`config.mk`:
```
export PLATFORM = sky130hd
export DESIGN_NAME = axistream_forwarder
export DESIGN_NICKNAME = d
export VERILOG_FILES = /design/src/rtl/axistream_forwarder.sv
export SDC_FILE = /design/constraint.sdc
export NUM_CORES = 1
export LEC_CHECK = 0
export BUFFER_PORTS_ARGS = -buffer_cell sky130_fd_sc_hd__clkbuf_2
export CAP_MARGIN = 20
export CORE_ASPECT_RATIO = 0.7
export CORE_MARGIN = 5
export CORE_UTILIZATION = 59
export DETAILED_ROUTE_END_ITERATION = 10
export PLACE_DENSITY = 0.94
export RECOVER_POWER = 50
export SKIP_LAST_GASP = 1
export SLEW_MARGIN = 20
export SYNTH_ARGS = -nofsm -noshare
export SYNTH_HDL_FRONTEND = slang
export SYNTH_SLANG_ARGS = --single-unit
export TNS_END_PERCENT = 10
```
`constraint.sdc`:
```
create_clock -name axi_aclk -period 12.5 [get_ports axi_aclk]
set_input_delay 0.625 -clock axi_aclk [delete_from_list [all_inputs] [get_ports axi_aclk]]
set_output_delay 0.625 -clock axi_aclk [all_outputs]
set_load 0.1 [all_outputs]
```
`src/rtl/axistream_forwarder.sv`:
```
// Streams one packet at a time from the filter's packet memory onto AXI-Stream via a 2-entry skid buffer.
// Defining FWD_PKT_COUNT_EN adds a 32-bit pkt_count output counting forwarder_done pulses.
module axistream_forwarder #(
    parameter int unsigned SNOOP_FWD_ADDR_WIDTH = 9,
    parameter int unsigned DATA_WIDTH           = 64
) (
    input  logic                            axi_aclk,
    input  logic                            rst,
    output logic [SNOOP_FWD_ADDR_WIDTH-1:0] forwarder_rd_addr,
    output logic                            forwarder_rd_en,
    input  logic [DATA_WIDTH-1:0]           forwarder_rd_data,
    output logic                            forwarder_done,
    input  logic                            ready_for_forwarder,
    input  logic [SNOOP_FWD_ADDR_WIDTH:0]   len_to_forwarder,
    output logic [DATA_WIDTH-1:0]           m_axis_tdata,
    output logic                            m_axis_tvalid,
    output logic                            m_axis_tlast,
    input  logic                            m_axis_tready
`ifdef FWD_PKT_COUNT_EN
    ,
    output logic [31:0]                     pkt_count
`endif
);

    localparam int unsigned PLEN_WIDTH = SNOOP_FWD_ADDR_WIDTH + 1;

    typedef enum logic [1:0] {StIdle, StRead, StDrain, StDone} state_t;

    state_t                          r_state;
    state_t                          w_state_next;
    logic [PLEN_WIDTH-1:0]           r_len;
    logic [PLEN_WIDTH-1:0]           r_rd_cnt;
    logic [SNOOP_FWD_ADDR_WIDTH-1:0] r_rd_addr;
    logic                            r_ign_ready;
    logic                            r_pend;
    logic                            r_pend_last;
    logic                            r_tvalid;
    logic [DATA_WIDTH-1:0]           r_tdata;
    logic                            r_tlast;
    logic                            r_skid_valid;
    logic [DATA_WIDTH-1:0]           r_skid_data;
    logic                            r_skid_last;

    logic                            w_hs;
    logic                            w_start;
    logic                            w_rd_en;
    logic                            w_done;
    logic                            w_credit_ok;
    logic                            w_rd_is_last;
    logic [1:0]                      w_occ;
    logic [PLEN_WIDTH-1:0]           w_rd_cnt_inc;

    assign w_hs         = r_tvalid & m_axis_tready;
    assign w_start      = (r_state == StIdle) & ready_for_forwarder & ~r_ign_ready;
    assign w_rd_cnt_inc = r_rd_cnt + PLEN_WIDTH'(1);
    assign w_rd_is_last = (w_rd_cnt_inc == r_len);

    // Words in flight plus buffered; a handshake this cycle frees one slot.
    assign w_occ       = 2'(r_pend) + 2'(r_tvalid) + 2'(r_skid_valid);
    assign w_credit_ok = (w_occ - 2'(w_hs)) < 2'd2;

    always_ff @(posedge axi_aclk or posedge rst) begin
        if (rst) begin
            r_state <= StIdle;
        end else begin
            r_state <= w_state_next;
        end
    end

    always_comb begin
        w_state_next = r_state;
        unique case (r_state)
            StIdle: begin
                if (w_start) begin
                    w_state_next = (len_to_forwarder == '0) ? StDone : StRead;
                end
            end
            StRead: begin
                if (w_rd_en && w_rd_is_last) begin
                    w_state_next = StDrain;
                end
            end
            StDrain: begin
                if (w_hs && r_tlast) begin
                    w_state_next = StDone;
                end
            end
            StDone: begin
                w_state_next = StIdle;
            end
            default: begin
                w_state_next = StIdle;
            end
        endcase
    end

    always_comb begin
        w_rd_en = 1'b0;
        w_done  = 1'b0;
        unique case (r_state)
            StRead:  w_rd_en = w_credit_ok;
            StDone:  w_done  = 1'b1;
            default: ;
        endcase
    end

    // Read side: length latch, full-width read counter and memory address.
    always_ff @(posedge axi_aclk or posedge rst) begin
        if (rst) begin
            r_len       <= '0;
            r_rd_cnt    <= '0;
            r_rd_addr   <= '0;
            r_ign_ready <= 1'b0;
            r_pend      <= 1'b0;
            r_pend_last <= 1'b0;
        end else begin
            // Blocks a stale ready from restarting the engine right after DONE.
            r_ign_ready <= (r_state == StDone);
            if (w_start) begin
                r_len     <= len_to_forwarder;
                r_rd_cnt  <= '0;
                r_rd_addr <= '0;
            end else if (w_rd_en) begin
                r_rd_cnt  <= w_rd_cnt_inc;
                r_rd_addr <= r_rd_addr + SNOOP_FWD_ADDR_WIDTH'(1);
            end
            r_pend      <= w_rd_en;
            r_pend_last <= w_rd_en & w_rd_is_last;
        end
    end

    // Output register plus one skid entry; read data lands unconditionally.
    always_ff @(posedge axi_aclk or posedge rst) begin
        if (rst) begin
            r_tvalid     <= 1'b0;
            r_tdata      <= '0;
            r_tlast      <= 1'b0;
            r_skid_valid <= 1'b0;
            r_skid_data  <= '0;
            r_skid_last  <= 1'b0;
        end else if (!r_tvalid || w_hs) begin
            if (r_skid_valid) begin
                r_tvalid     <= 1'b1;
                r_tdata      <= r_skid_data;
                r_tlast      <= r_skid_last;
                r_skid_valid <= r_pend;
                r_skid_data  <= forwarder_rd_data;
                r_skid_last  <= r_pend_last;
            end else begin
                r_tvalid <= r_pend;
                r_tlast  <= r_pend & r_pend_last;
                if (r_pend) begin
                    r_tdata <= forwarder_rd_data;
                end
            end
        end else if (r_pend) begin
            r_skid_valid <= 1'b1;
            r_skid_data  <= forwarder_rd_data;
            r_skid_last  <= r_pend_last;
        end
    end

    assign forwarder_rd_addr = r_rd_addr;
    assign forwarder_rd_en   = w_rd_en;
    assign forwarder_done    = w_done;
    assign m_axis_tvalid     = r_tvalid;
    assign m_axis_tdata      = r_tdata;
    assign m_axis_tlast      = r_tlast;

`ifdef FWD_PKT_COUNT_EN
    logic [31:0] r_pkt_count;

    always_ff @(posedge axi_aclk or posedge rst) begin
        if (rst) begin
            r_pkt_count <= '0;
        end else if (w_done) begin
            r_pkt_count <= r_pkt_count + 32'd1;
        end
    end

    assign pkt_count = r_pkt_count;
`endif

endmodule

```
## Word level (Yosys, flattened, before mapping)

Cells that the tools add are included.

- Output and inout port bits: 77
- Word-level logic and storage cells: 68
- Register bits after elaboration: 166

- Magnitude comparators: 1
- Multiplexer cells: 23
- Reductions and logical operators: 12
- Bitwise operators: 6
- Equality and inequality tests: 8
- $add $sub $neg: 5

Operators with widths:

| cell | count |
|---|---|
| 64-bit two-way mux | 4 |
| 10-bit two-way mux | 2 |
| 9-bit two-way mux | 2 |
| 10-bit by 1-bit adder with 10-bit output (second input constant) | 1 |
| 10-bit equality test | 1 |
| 10-bit zero test | 1 |
| 1-bit two-way mux | 10 |
| 9-bit by 1-bit adder with 9-bit output (second input constant) | 1 |
| 2-bit two-way mux | 4 |
| 2-bit inequality test (second input constant) | 4 |
| 2-bit case mux with 4 select lines | 1 |
| 2-bit nonzero test | 3 |
| 1-bit bitwise AND | 5 |
| 2-bit equality test (second input constant) | 2 |
| 2-bit AND reduction | 2 |
| 3-bit AND reduction | 1 |
| 1-bit by 1-bit adder with 2-bit output | 1 |
| 2-bit by 1-bit adder with 2-bit output | 1 |
| 2-bit by 1-bit equality test with 1-bit output (second input constant) | 1 |
| 1-bit logical AND | 2 |
| 2-bit zero test | 1 |
| 2-bit < comparator (second input constant) | 1 |
| 2-bit by 1-bit subtractor with 2-bit output | 1 |
| 1-bit zero test | 1 |
| 2 further kinds | 2 |

## Depth between registers and ports, before layout

- Word-level depth: 8
- Depth in mapped cells: 11

## Worst setup path before layout

Ideal clock, no wire load.

- Path type: reg-to-output
- From: register r_tvalid (netlist: m_axis_tvalid)
- To: output port forwarder_rd_en
- Cell stages (with the launch flop): 9
- Data arrival time: 3.126 ns
- Setup slack: 8.749 ns
- Data required time: 11.875 ns
- Path buffers: 1
- Cells stage by stage: dfrtp_1 > and2_1 > ha_1 > inv_1 > ha_1 > a21oi_1 > mux2i_2 > inv_2 > clkbuf_1

- Longest elaborated chain between the ends: 5

RTL lines:

| what | RTL line | text |
|---|---|---|
| start, declared | 37 | `logic r_tvalid;` |
| start signal, assigned | 150 | `r_tvalid <= r_pend;` |
| 1-bit by 1-bit adder with 2-bit output | 59 | `assign w_occ = 2'(r_pend) + 2'(r_tvalid) + 2'(r_skid_valid);` |
| 2-bit by 1-bit adder with 2-bit output | 59 |  |
| 2-bit by 1-bit subtractor with 2-bit output (*) | 60 | `assign w_credit_ok = (w_occ - 2'(w_hs)) < 2'd2;` |
| 2-bit < comparator (*) | 60 |  |
| 1-bit two-way mux (*) | 100 | `unique case (r_state)` |
| end, declared | 10 | `output logic forwarder_rd_en,` |

Every way passes the cells marked *; elsewhere a longest branch is shown, timed or not.

==> flow_results.org <==
** Drt
- Summed over all layers, the routed wires come to 16400 µm.
- Routed wire length per instance :: 17.8 µm
- DRC viols :: 0
- The first TritonRoute pass finished after 4 iterations.
- DRC violation total after the first TritonRoute iteration :: 262
- Per-cell via count in the routed design :: 5.56
- Antenna violation net count after detailed routing :: 0
- Overall via count from detail_route :: 5138

** Run status
- Violated checks :: max-capacitance violations, max-slew violations
- Status :: finished, violations left

** Global route
- Number of global-route vias before repair :: 5518
- Global-route wire length before repair :: 27300 µm
- Total overflow reported by the global router :: 0
- Global-route usage over all layers :: 0.235
- Entering global routing, the biggest net connects 85 pins.
- Initial antenna violation count :: 0

** Critical path
- Along the worst path, the maximum fanout reaches 84.
- Master of the slowest instance on the critical path :: clkbuf_1
- Data on the critical path arrives at its endpoint at 5900 ps.
- STA classifies the critical path startpoint as a primary input.
- STA puts the critical path data required time at 12020 ps.
- Setup crit end kind :: asynchronous set/reset pin
- For this run, the slowest stage of the critical path takes 3130 ps.
- Walking the worst path, the cells encountered are clkbuf_2 -> clkinvlp_2 -> clkbuf_1.
- The critical path in this run is classified as in2async.

** Floorplanning
- Starting utilization of the core area :: 0.612
- IO Count :: 155
- Row generation in the floorplan step produced 33 rows.
- The die is 103 µm tall.
- Core region area :: 11900 µm²
- The floorplan step defined a die boundary enclosing 14700 µm².
- In this run the horizontal extent of the chip is 143 µm.

** STA
- Dividing the final minimum period by the clock period gives 0.510.
- The clock arrives with 11.6 ps of skew.
- Max Slew Vio Count :: 203
- Summed over all failing endpoints, the final setup total negative slack is 0 ps.
- Headroom to the max-slew limit came out at -1.83.
- Setup repair after global routing left no endpoint under its margin.
- Counting I/O delays and the setup requirement, the final critical path takes 6380 ps.
- Endpoints failing hold :: 0
- Slew @ Worst Pin :: 4250 ps
- Setup violations remaining at the end of the flow were counted as 0.
- Static timing analysis puts the maximum clock frequency at 157 MHz.

** CTS
- Maximum number of buffers from clock root to sink :: 2
- Number of clock sinks seen by CTS :: 166
- Clock tree from TritonCTS :: done
- Clock edge transition at the registers on the reported setup and hold paths :: 70 ps
- For the worst-skew pair, the clock arrives at the later sink with an insertion delay of 420 ps.
- Counting the buffers created by CTS gives 17.
- The tree is rooted in a clkbuf_16.
- After clock tree synthesis, the flow added hold-fix buffers numbering 0.
- H-Tree Level Count :: 4
- Buffers added to address setup during post-CTS repair amount to 0.
- Gates resized during post-CTS repair numbered 0.

** Cells and area
- Relative to the synthesized area, the layout overhead comes to 20.4%.
- Final Cell Area :: 8760 µm²
- The number of antenna diodes in the final layout is 0.
- Number of standard cells in the layout, taps in and fillers out :: 924
- Fraction of layout cells with a size suffix above 1 :: 0.244
- At the end of the flow, the number of nets in the layout was 841.

** Job
- Max Cap Viol :: 3

** Yosys
- Summed over all instances, the cell type with the most area after synthesis is dfrtp_1.
- In the synthesized netlist, the number of instances is 609.
- Ranked by total cell area, the synthesized netlist is headed by dfrtp_1 57%, mux2_1 11%, mux2i_1 9.4%.
- The compound-gate portion of the synthesized area is 0.0614.
- Of the total synthesized cell area, the portion taken by XOR and XNOR cells is 0.0337.
- Count of synthesis-stage warnings from yosys :: 0
- Mean area per synthesized cell :: 11.9 µm²
- After synthesis, the share of cell area in mux cells is 0.210.
- Number of enable flip-flop cells after synthesis :: 0
- The share of the Yosys chip area taken by registers is 0.571.
- Post-Syn Area :: 7280 µm²
- In the synthesized netlist the async set-or-reset flop fraction comes to 1.00.
- Portion of synthesized cell area occupied by the leading cell type :: 0.571
- Syn Nets :: 695
- Among all flip-flop cells after synthesis, the most frequent one is dfrtp_1.
- Number of synthesized register bits :: 166
- Of the total synthesized cell area, the portion taken by AND, OR, NAND and NOR gates is 0.0853.
- Of the total synthesized cell area, the portion taken by full adders, half adders and majority gates is 0.0151.
- Unique masters post-synth :: 44
- After synthesis, the largest family of logic cells by area is multiplexers.

** Placement
- RD Place Congestion :: 0.827
- Area after detailed placement :: 8170 µm²
- Port bufs :: 154
- Placed Cells :: 891
- Total half-perimeter wirelength after legalization and detailed placement :: 11400 µm

** Min path
- The worst hold path belongs to the class in2reg.
-- kinds of logic after synthesis --
group	count (synthesis)
AOI/OAI and AO/OA	80
xor gates and xnor gates	28
adders and majority gates	9
buffers and inverters	43
DFF	166
muxes	143
and+or+nand+nor	140
-- layer usage --
| metal | share of wire | vias to the layer above | track usage |
|---|---|---|---|
| met4 | 0.012 | 0 | 0.0643 |
| met2 | 0.49 | 169 | 0.389 |
| met1 | 0.43 | 2566 | 0.313 |
| met5 | 0 | - | 0 |
| met3 | 0.064 | 19 | 0.0612 |
| li1 | - | 2384 | - |
-- synthesized netlist by cell type (4+ instances only) --
cell and instances:
a21oi_1 68, buf_1 6, buf_2 5, clkbuf_1 22
dfrtp_1 166, ha_1 8, inv_1 8, mux2_1 73
mux2i_1 68, nand2_1 20, nor2_1 89, nor2b_1 4
nor3_1 4, xnor2_1 13, xor2_1 15
-- per-stage QoR --
step / setup WS, ps / hold slack [ps] / utilization
after detailed placement: 9080 / 481 / 0.687
after global routing: 4690 / 424 / 0.737
after CTS: 9110 / 361 / 0.736
after global placement: 9160 / 473 / 0.687
after floorplan: 7380 / 458 / -
final: 6120 / 436 / 0.737
-- final cells by class --
cell class                      count  area, µm²
Multi-Input combinational cell    400       2960
Sequential cell                   166       4150
Clock buffer                       17        425
Inverter                            9       35.0
Timing Repair Buffer              161        835
Tap cell                          157        196
Clock inverter                     14        153
Fill cell                         787       3130
-- worst max-delay path: cells and delay by family --
kind,cells,cell delay [ps]
buf+inv,3,5210
-- registers in the layout, indices dropped and copies added, names as in the netlist, 2 cells and up --
name and flops:
m_axis_tdata 64, forwarder_rd_addr 9, r_skid_data 64, r_len 10, r_state 2, r_rd_cnt 10
-- layout by cell type (no fill, tap or decap), drive strengths merged, types with 2 or more instances in the layout --
| cell type | Yosys | routed |
|---|---|---|
| a21oi | 68 | 68 |
| and2 | 2 | 2 |
| and3 | 3 | 3 |
| and4 | 2 | 2 |
| buf | 12 | 4 |
| clkbuf | 22 | 174 |
| clkinv | 0 | 5 |
| dfrtp | 166 | 166 |
| ha | 8 | 8 |
| inv | 9 | 17 |
| mux2 | 74 | 74 |
| mux2i | 69 | 69 |
| nand2 | 20 | 20 |
| nand3 | 3 | 3 |
| nand4 | 3 | 3 |
| nor2 | 90 | 90 |
| nor2b | 4 | 4 |
| nor3 | 4 | 4 |
| nor4 | 3 | 3 |
| o21ai | 5 | 5 |
| or3 | 2 | 2 |
| xnor2 | 13 | 13 |
| xor2 | 15 | 15 |
-- final timing paths --
kind / slack (ps) / start / end / cells past startpoint
hold / removal: 440 / forwarder_rd_data[0] / r_skid_data[0]$_DFFE_PP0P_ / 2
setup / recovery: 6120 / rst / m_axis_tdata[9]$_DFFE_PP0P_ / 3
hold reg to reg: 500 / r_skid_data[46]$_DFFE_PP0P_ / r_skid_data[46]$_DFFE_PP0P_ / 1
min in group asynchronous: 1250 / rst / m_axis_tdata[14]$_DFFE_PP0P_ / 2
max in group axi_aclk: 8340 / r_skid_valid$_DFFE_PP0P_ / forwarder_rd_en / 5
setup reg to reg: 8450 / r_skid_valid$_DFFE_PP0P_ / m_axis_tdata[14]$_DFFE_PP0P_ / 6
Power is left out: the tool's default activity adds up to more than one toggle a clock period on the data nets, which glitch-free logic cannot reach.
